## src/rtl/ring_counter_decoder_if.sv

```systemverilog
// Signal bundle between a ring-code source (master) and the ring_counter_decoder (slave).
// The source drives the sample and controls; the decoder returns index, lock and error status.
interface ring_counter_decoder_if #(
  parameter int WIDTH = 4,
  parameter int REV_W = 16,
  localparam int IW = (WIDTH > 1) ? $clog2(WIDTH) : 1
);
  logic             en_i;
  logic [WIDTH-1:0] ring_in_i;
  logic             clr_err_i;
  logic [IW-1:0]    idx_o;
  logic             idx_valid_o;
  logic             locked_o;
  logic             err_pulse_o;
  logic             err_sticky_o;
  logic [REV_W-1:0] rev_cnt_o;

  modport master (
    output en_i, ring_in_i, clr_err_i,
    input  idx_o, idx_valid_o, locked_o, err_pulse_o, err_sticky_o, rev_cnt_o
  );

  modport slave (
    input  en_i, ring_in_i, clr_err_i,
    output idx_o, idx_valid_o, locked_o, err_pulse_o, err_sticky_o, rev_cnt_o
  );
endinterface

```

## src/rtl/ring_counter_decoder.sv

```systemverilog
// One-hot ring code monitor: decodes the hot-bit index, locks onto a legal rotation,
// counts revolutions while locked and flags sequence violations.
module ring_counter_decoder #(
  parameter int WIDTH    = 4,
  parameter int DIR      = 0,
  parameter int LOCK_CNT = 2,
  parameter int REV_W    = 16,
  localparam int IW = (WIDTH > 1) ? $clog2(WIDTH) : 1,
  localparam int GW = $clog2(LOCK_CNT + 1)
) (
  input logic clk,
  input logic rst_n,
  ring_counter_decoder_if.slave bus
);

  typedef enum logic {SEARCH, LOCKED} state_t;

  state_t           state_q, state_d;
  logic [GW-1:0]    good_cnt_q, good_cnt_d;
  logic [WIDTH-1:0] prev_q, prev_d;
  logic             prev_valid_q, prev_valid_d;
  logic [IW-1:0]    idx_q, idx_d;
  logic             idx_valid_q, idx_valid_d;
  logic             err_pulse_q, err_pulse_d;
  logic             err_sticky_q, err_sticky_d;
  logic [REV_W-1:0] rev_cnt_q, rev_cnt_d;

  logic [WIDTH-1:0] ring;
  logic [WIDTH-1:0] prev_rot;
  logic [IW-1:0]    hot_idx;
  logic             sample_valid;
  logic             legal_step;
  logic [GW-1:0]    good_inc;

  assign ring = bus.ring_in_i;

  // Expected successor of the previous sample for the configured rotation direction.
  generate
    if (DIR == 0) begin : g_rot_right
      assign prev_rot = {prev_q[0], prev_q[WIDTH-1:1]};
    end else begin : g_rot_left
      assign prev_rot = {prev_q[WIDTH-2:0], prev_q[WIDTH-1]};
    end
  endgenerate

  assign sample_valid = (ring != '0) && ((ring & (ring - WIDTH'(1))) == '0);
  assign legal_step   = sample_valid && prev_valid_q && (ring == prev_rot);
  assign good_inc     = good_cnt_q + GW'(1);

  always_comb begin
    hot_idx = '0;
    for (int i = 0; i < WIDTH; i++) begin
      if (ring[i]) hot_idx = IW'(i);
    end
  end

  always_comb begin
    state_d      = state_q;
    good_cnt_d   = good_cnt_q;
    prev_d       = prev_q;
    prev_valid_d = prev_valid_q;
    idx_d        = idx_q;
    idx_valid_d  = idx_valid_q;
    err_pulse_d  = 1'b0;
    err_sticky_d = err_sticky_q;
    rev_cnt_d    = rev_cnt_q;

    if (bus.clr_err_i) err_sticky_d = 1'b0;

    if (bus.en_i) begin
      prev_d       = ring;
      prev_valid_d = sample_valid;
      idx_valid_d  = sample_valid;
      if (sample_valid) idx_d = hot_idx;

      case (state_q)
        SEARCH: begin
          if (!legal_step) begin
            good_cnt_d = '0;
          end else if (good_inc == GW'(LOCK_CNT)) begin
            good_cnt_d = '0;
            state_d    = LOCKED;
          end else begin
            good_cnt_d = good_inc;
          end
        end
        LOCKED: begin
          if (legal_step) begin
            // Stepping into index 0 closes one revolution in either direction.
            if (hot_idx == '0) rev_cnt_d = rev_cnt_q + REV_W'(1);
          end else begin
            err_pulse_d  = 1'b1;
            err_sticky_d = 1'b1;
            good_cnt_d   = '0;
            state_d      = SEARCH;
          end
        end
        default: state_d = SEARCH;
      endcase
    end
  end

  always_ff @(posedge clk or negedge rst_n) begin
    if (!rst_n) begin
      state_q      <= SEARCH;
      good_cnt_q   <= '0;
      prev_q       <= '0;
      prev_valid_q <= 1'b0;
      idx_q        <= '0;
      idx_valid_q  <= 1'b0;
      err_pulse_q  <= 1'b0;
      err_sticky_q <= 1'b0;
      rev_cnt_q    <= '0;
    end else begin
      state_q      <= state_d;
      good_cnt_q   <= good_cnt_d;
      prev_q       <= prev_d;
      prev_valid_q <= prev_valid_d;
      idx_q        <= idx_d;
      idx_valid_q  <= idx_valid_d;
      err_pulse_q  <= err_pulse_d;
      err_sticky_q <= err_sticky_d;
      rev_cnt_q    <= rev_cnt_d;
    end
  end

  assign bus.idx_o        = idx_q;
  assign bus.idx_valid_o  = idx_valid_q;
  assign bus.locked_o     = (state_q == LOCKED);
  assign bus.err_pulse_o  = err_pulse_q;
  assign bus.err_sticky_o = err_sticky_q;
  assign bus.rev_cnt_o    = rev_cnt_q;

endmodule

```

## src/flat_wrapper.sv

```systemverilog
// flat-port wrapper written by rule: the top's interface ports become plain ports
module ring_counter_decoder_flat 
#(
  parameter int WIDTH    = 4,
  parameter int DIR      = 0,
  parameter int LOCK_CNT = 2,
  parameter int REV_W    = 16,
  localparam int IW = (WIDTH > 1) ? $clog2(WIDTH) : 1,
  localparam int GW = $clog2(LOCK_CNT + 1)
)
  (clk, rst_n, bus_en_i, bus_ring_in_i, bus_clr_err_i, bus_idx_o, bus_idx_valid_o, bus_locked_o, bus_err_pulse_o, bus_err_sticky_o, bus_rev_cnt_o);
  ring_counter_decoder_if #(.WIDTH(WIDTH), .REV_W(REV_W)) bus_i ();
  input logic clk;
  input logic rst_n;
  input wire logic [$bits(bus_i.en_i)-1:0] bus_en_i;
  input wire logic [$bits(bus_i.ring_in_i)-1:0] bus_ring_in_i;
  input wire logic [$bits(bus_i.clr_err_i)-1:0] bus_clr_err_i;
  output wire logic [$bits(bus_i.idx_o)-1:0] bus_idx_o;
  output wire logic [$bits(bus_i.idx_valid_o)-1:0] bus_idx_valid_o;
  output wire logic [$bits(bus_i.locked_o)-1:0] bus_locked_o;
  output wire logic [$bits(bus_i.err_pulse_o)-1:0] bus_err_pulse_o;
  output wire logic [$bits(bus_i.err_sticky_o)-1:0] bus_err_sticky_o;
  output wire logic [$bits(bus_i.rev_cnt_o)-1:0] bus_rev_cnt_o;
  assign bus_i.en_i = bus_en_i;
  assign bus_i.ring_in_i = bus_ring_in_i;
  assign bus_i.clr_err_i = bus_clr_err_i;
  assign bus_idx_o = bus_i.idx_o;
  assign bus_idx_valid_o = bus_i.idx_valid_o;
  assign bus_locked_o = bus_i.locked_o;
  assign bus_err_pulse_o = bus_i.err_pulse_o;
  assign bus_err_sticky_o = bus_i.err_sticky_o;
  assign bus_rev_cnt_o = bus_i.rev_cnt_o;
  ring_counter_decoder #(.WIDTH(WIDTH), .DIR(DIR), .LOCK_CNT(LOCK_CNT), .REV_W(REV_W)) u_core (.clk(clk), .rst_n(rst_n), .bus(bus_i));
endmodule
```

## config.mk

```make
export PLATFORM = sky130hd
export DESIGN_NAME = ring_counter_decoder_flat
export DESIGN_NICKNAME = d
export VERILOG_FILES = /design/src/rtl/ring_counter_decoder_if.sv /design/src/rtl/ring_counter_decoder.sv /design/src/flat_wrapper.sv
export SDC_FILE = /design/constraint.sdc
export NUM_CORES = 1
export LEC_CHECK = 0
export BUFFER_PORTS_ARGS = -buffer_cell sky130_fd_sc_hd__buf_4
export CAP_MARGIN = 20
export CELL_PAD_IN_SITES_DETAIL_PLACEMENT = 2
export CELL_PAD_IN_SITES_GLOBAL_PLACEMENT = 2
export CORE_MARGIN = 2
export CORE_UTILIZATION = 34
export CTS_CLUSTER_DIAMETER = 200
export CTS_CLUSTER_SIZE = 30
export DETAILED_ROUTE_END_ITERATION = 12
export PLACE_DENSITY = 0.79
export SYNTH_ARGS = -nofsm -noshare
export SYNTH_HDL_FRONTEND = slang
export SYNTH_SLANG_ARGS = --single-unit
```

## constraint.sdc

```tcl
create_clock -name clk -period 2.1 [get_ports clk]
set_input_delay 0.21 -clock clk [delete_from_list [all_inputs] [get_ports clk]]
set_output_delay 0.21 -clock clk [all_outputs]
set_load 0.1 [all_outputs]
```

# Yosys cells after proc, flatten, opt, wreduce, memory -nomap -nowiden
# Index checks and enable logic that the tools add are counted.
dict set report word_totals {
  reg_bits 28
  in_bits 8
  output_inout_bits 22
  word_cells 43
}
dict set report op_classes {
  n_addsub 3
  n_eq_ne 3
  mux 18
  bitwise_logic 2
  n_reduce_logical 9
}
# op n
set ops {}
lappend ops {{adder 16 x 1 -> 16 bit, second input constant} 1}
lappend ops {{two-way mux 1 bit} 11}
lappend ops {{two-way mux 2 bit} 5}
lappend ops {{AND 4 bit} 1}
lappend ops {{== test 4 bit} 1}
lappend ops {{zero test 4 bit} 1}
lappend ops {{one-hot mux 2 bit (2 select lines)} 1}
lappend ops {{AND reduction 2 bit} 2}
lappend ops {{AND reduction 4 bit} 1}
lappend ops {{nonzero test 4 bit} 1}
lappend ops {{subtractor 4 x 1 -> 4 bit, second input constant} 1}
lappend ops {{logical AND 1 bit} 3}
lappend ops {{adder 2 x 1 -> 2 bit, second input constant} 1}
lappend ops {{== test 2 bit, second input constant} 1}
lappend ops {{zero test 2 bit} 1}
lappend ops {{!= test 2 bit, second input constant} 1}
lappend ops {{one-hot mux 1 bit (2 select lines)} 1}
lappend ops {{NOT 1 bit} 1}

# Depth between registers and ports, before layout
dict set report logic_depth {
  word_depth 9
  depth_mapped 7
  ltp_nobuf 6
}

# Worst setup path before layout
# No wires, ideal clock.
dict set report synth_timing {
  path_type {register to register}
  start {reg u_core.state_q (netlist: u_core.bus.locked_o)}
  end {reg u_core.rev_cnt_q[13] (netlist: u_core.bus.rev_cnt_o[13])}
  setup_time_ns 0.162
  t_arrival_ns 2.192
  required_ns 1.938
  path_slack_ns -0.255
  path_stages_with_launch 6
  n_path_buf 0
  period_less_slack_ns 2.355
  cell_sequence {dfrtp_1 > nand2_1 > nor4_4 > nand2_1 > nor4_2 > xor2_1}
}
dict set report synth_via {
  elab_chain_len 1
}
# element line
set synth_lines {}
lappend synth_lines {{start: declaration} ring_counter_decoder.sv:18} ;# state_t state_q, state_d;
lappend synth_lines {{start signal: assignment} ring_counter_decoder.sv:115} ;# state_q <= state_d;
lappend synth_lines {{AND reduction 4 bit (no line)} --}
lappend synth_lines {{end signal: assignment} ring_counter_decoder.sv:123} ;# rev_cnt_q <= rev_cnt_d;
lappend synth_lines {{end: declaration} ring_counter_decoder.sv:26} ;# logic [REV_W-1:0] rev_cnt_q, rev_cnt_d;
# Every way passes these cells.
# A chain may end at the register's enable or synchronous reset.

# Worst setup path in the final report
dict set report layout_timing {
  start {reg u_core.prev_q[2]}
  end {reg u_core.rev_cnt_q[1] (netlist: u_core.bus.rev_cnt_o[1])}
}
dict set report layout_via {
  elab_chain_len 3
}
# element line
set layout_lines {}
lappend layout_lines {{start: declaration} ring_counter_decoder.sv:20} ;# logic [WIDTH-1:0] prev_q, prev_d;
lappend layout_lines {{start signal: assignment} ring_counter_decoder.sv:117} ;# prev_q <= prev_d;
lappend layout_lines {{== test 4 bit} ring_counter_decoder.sv:47} ;# assign legal_step = sample_valid && prev_valid_q && (ring == prev_rot);
lappend layout_lines {{logical AND 1 bit} ring_counter_decoder.sv:47}
lappend layout_lines {{AND reduction 4 bit (no line)} --}
# Every way passes these cells.

==> flow_metrics.py <==
metrics = {
    "setup_path": {
        "worst_path_max_delay_cell": "dfrtp_1",
        "crit_path_max_incr_delay_ns": 0.42,
        "crit_path_cell_trace": "xor2_1 > nor3_1 > o211a_1 > nand2_2 > mux2_4",
        "crit_path_end_kind": "register",
        "start_kind": "register",
        "r2r_slack_ns": 0.22,
        "crit_family": "simple AND/OR/NAND/NOR gates",
        "required_ns": 2.27,
        "arrival_ns": 2.05,
        "path_max_fanout": 7,
        "critPathBufInv": 0,
        "path_class": "reg -> reg",
    },
    "die": {
        "dieArea_mm2": 0.00477,
        "fp.dieW_um": 69.1,
        "core_area_mm2": 0.00403,
        "die_h_um": 69.1,
        "start_util_pct": 35.7,
        "floorplan.rows": 23,
        "pin_count": 30,
    },
    "sta": {
        "rsz0062_at_grt": "false",
        "setup_ws_ns": 0.217,
        "setup_viol": 0,
        "report.final.slew_viol_count": 0,
        "max_freq_ghz": 0.531,
        "period_minus_slack_ns": 1.88,
        "tns_ns": 0,
        "clock_skew_ns": 0.00817,
        "period_share_pct": 89.7,
        "worstMarginPinSlew_ns": 0.497,
        "final-hold-violation-count": 0,
        "slew_headroom_pct": 66.7,
    },
    "cells_and_area": {
        "finalNonFillerCells": 215,
        "area_delta_synth_final_pct": 22.3,
        "final_common_cell": "buf_4",
        "fin_nets": 175,
        "antennaDiodeCount": 0,
        "final_cell_mix": "32 x buf_4, 23 x dfrtp_1, 13 x xor2_1",
        "drive_above_1_share_pct": 32.1,
        "n_fill_cell": 445,
    },
    "power": {
        "power.internal_mw": 0.735,
        "total_power_mw": 1.04,
        "swShare_pct": 29.6,
        "p_leak_nw": 0.826,
        "power_density_mw_per_mm2": 594,
        "p_clk_share_pct": 29.5,
        "seq_power_share_pct": 54.2,
        "ir_worst_vdd_v": 0.000239,
        "p_switching_mw": 0.310,
        "power_frac_comb_pct": 16.3,
    },
    "job": {
        "cap_violations": 0,
    },
    "yosys": {
        "ys_types": 37,
        "synth_fp_nets": 142,
        "synthCells": 133,
        "syn_area_per_cell_um2": 10.8,
        "async_reset_ff_share_pct": 100,
        "yosys_warnings": 0,
        "ys_ff_latch": 28,
        "ys.flop_type": "dfrtp_1",
        "synth_edf_count": 0,
        "synth_area_mm2": 0.00144,
        "synth.yosys.seq_area_share_pct": 48.7,
    },
    "clocking": {
        "numCtsBuffers": 3,
        "root_buffer": "clkbuf_8",
        "clk_pin_slew_ns": 0.10,
        "cts_buffer_depth": 2,
        "cts_tree": "done",
        "clock_latency_ns": 0.27,
        "clock_sinks": 28,
        "htreeDepth": 1,
    },
    "placement": {
        "io_buffers": 29,
        "dp_slack_ns": 0.159,
        "dp.cells": 210,
        "gp_congestion": 0.738,
        "dpl.hpwl_um": 2840,
    },
    "routing": {
        "drcViolationCount": 0,
        "avgViaCountPerCell": 5.41,
        "drtPass1Iterations": 3,
        "totalWireLength_um": 3910,
        "drt_iter0_drc": 26,
        "vias": 1164,
        "wire_per_inst_um": 18.2,
        "antenna_left": 0,
    },
    "global_routing": {
        "grt_use_total_pct": 17.4,
        "grt_pass1_wl_um": 6640,
        "grt_pass1_vias": 1277,
        "grt_max_degree": 29,
        "antenna_found_initial": 0,
        "overflow": 0,
    },
    "status": {
        "status": "completed",
    },
    "hold_path": {
        "hold_class": "in -> reg",
    },
}
repair_timing:
| item | CTS | global route |
|---|---|---|
| setup buffers | 0 | 0 |
| hold buffers | 1 | 0 |
| resized for setup | 0 | 0 |
| hold endpoints to repair | 28 | 0 |
worst register-to-register path, cell delays in order (launching register included):
cell,delay (ns)
dfrtp_1,0.42
xor2_1,0.16
nor3_1,0.40
o211a_1,0.39
nand2_2,0.12
mux2_4,0.31
final cells by class:
type,instances,area (µm²),share of cell area (%)
tap,50,62.6,3.55
sequential,28,707,40.2
clock buffer,4,45.0,2.56
timing repair buffer,33,250,14.2
multi-input combinational,94,673,38.2
inverter,6,22.5,1.28
final timing paths:
kind                                                from                        to  depth (start not counted)
worst max-delay path                    u_core.prev_q[2]   u_core.bus.rev_cnt_o[1]                          5
worst min-delay path                       bus_clr_err_i   u_core.bus.err_sticky_o                          2
worst max register to register          u_core.prev_q[2]   u_core.bus.rev_cnt_o[1]                          5
worst min register to register  u_core.bus.rev_cnt_o[15]  u_core.bus.rev_cnt_o[15]                          1
max in group asynchronous                          rst_n   u_core.bus.rev_cnt_o[0]                          2
min in group asynchronous                          rst_n  u_core.bus.rev_cnt_o[12]                          2
synth_stat cells, types with 3 or more instances:
cell	number	share of area (%)
a21oi_1	4	1.4
and4_1	3	1.8
buf_6	3	2.3
dfrtp_1	28	49
inv_1	6	1.6
mux2_2	3	2.3
nand2_1	8	2.1
nand3_1	8	2.8
nand4_1	7	3.0
nor2_1	5	1.3
nor3_1	7	2.4
o21ai_0	5	1.7
xnor2_1	7	4.3
xor2_1	13	7.9
power groups by stage:
stage	logic (mW)	clock network [mW]	registers, mW
2_1_floorplan	0.0563	0	0.637
3_3_place_gp	0.163	0	0.576
3_5_place_dp	0.168	0	0.577
4_1_cts	0.174	0.316	0.567
5_1_grt	0.183	0.338	0.569
6_report	0.171	0.308	0.566
kinds of logic (layout without fill, tap and decap cells):
| group | Yosys count | after routing | synth area share [%] |
|---|---|---|---|
| and+or+nand+nor | 51 | 51 | 21.9 |
| muxes | 4 | 4 | 3.39 |
| xor gates and xnor gates | 20 | 20 | 12.2 |
| DFF | 28 | 28 | 48.7 |
| adders and majority gates | 1 | 1 | 0.869 |
| AOI/OAI and AO/OA | 18 | 18 | 8.44 |
| buffers and inverters | 11 | 43 | 4.52 |
through the flow:
stage               area (µm²)  hold WS [ns]  util (%)
floorplan                 1450       -0.0856         -
global placement          1710         0.153      42.3
detailed placement        1710         0.165      42.3
CTS                       1760         0.137      43.7
global route              1760         0.125      43.7
finish                    1760         0.134      43.7
layer usage:
layer / track usage [%] / share of wire, % / vias to the layer above
met5: 0 / 0 / -
met4: 6.32 / 2.2 / 0
met3: 2.49 / 3.0 / 8
met2: 32.3 / 53 / 22
met1: 20.2 / 42 / 594
li1: - / - / 540
state kept, by name, summed over array words and instances, names as in the netlist:
name and flops:
u_core.bus.err_pulse_o 1, u_core.prev_q 4, u_core.bus.err_sticky_o 1, u_core.good_cnt_q 2, u_core.prev_valid_q 1, u_core.bus.locked_o 1
u_core.bus.idx_o 2, u_core.bus.rev_cnt_o 16
(Power assumes the default switching activity.)
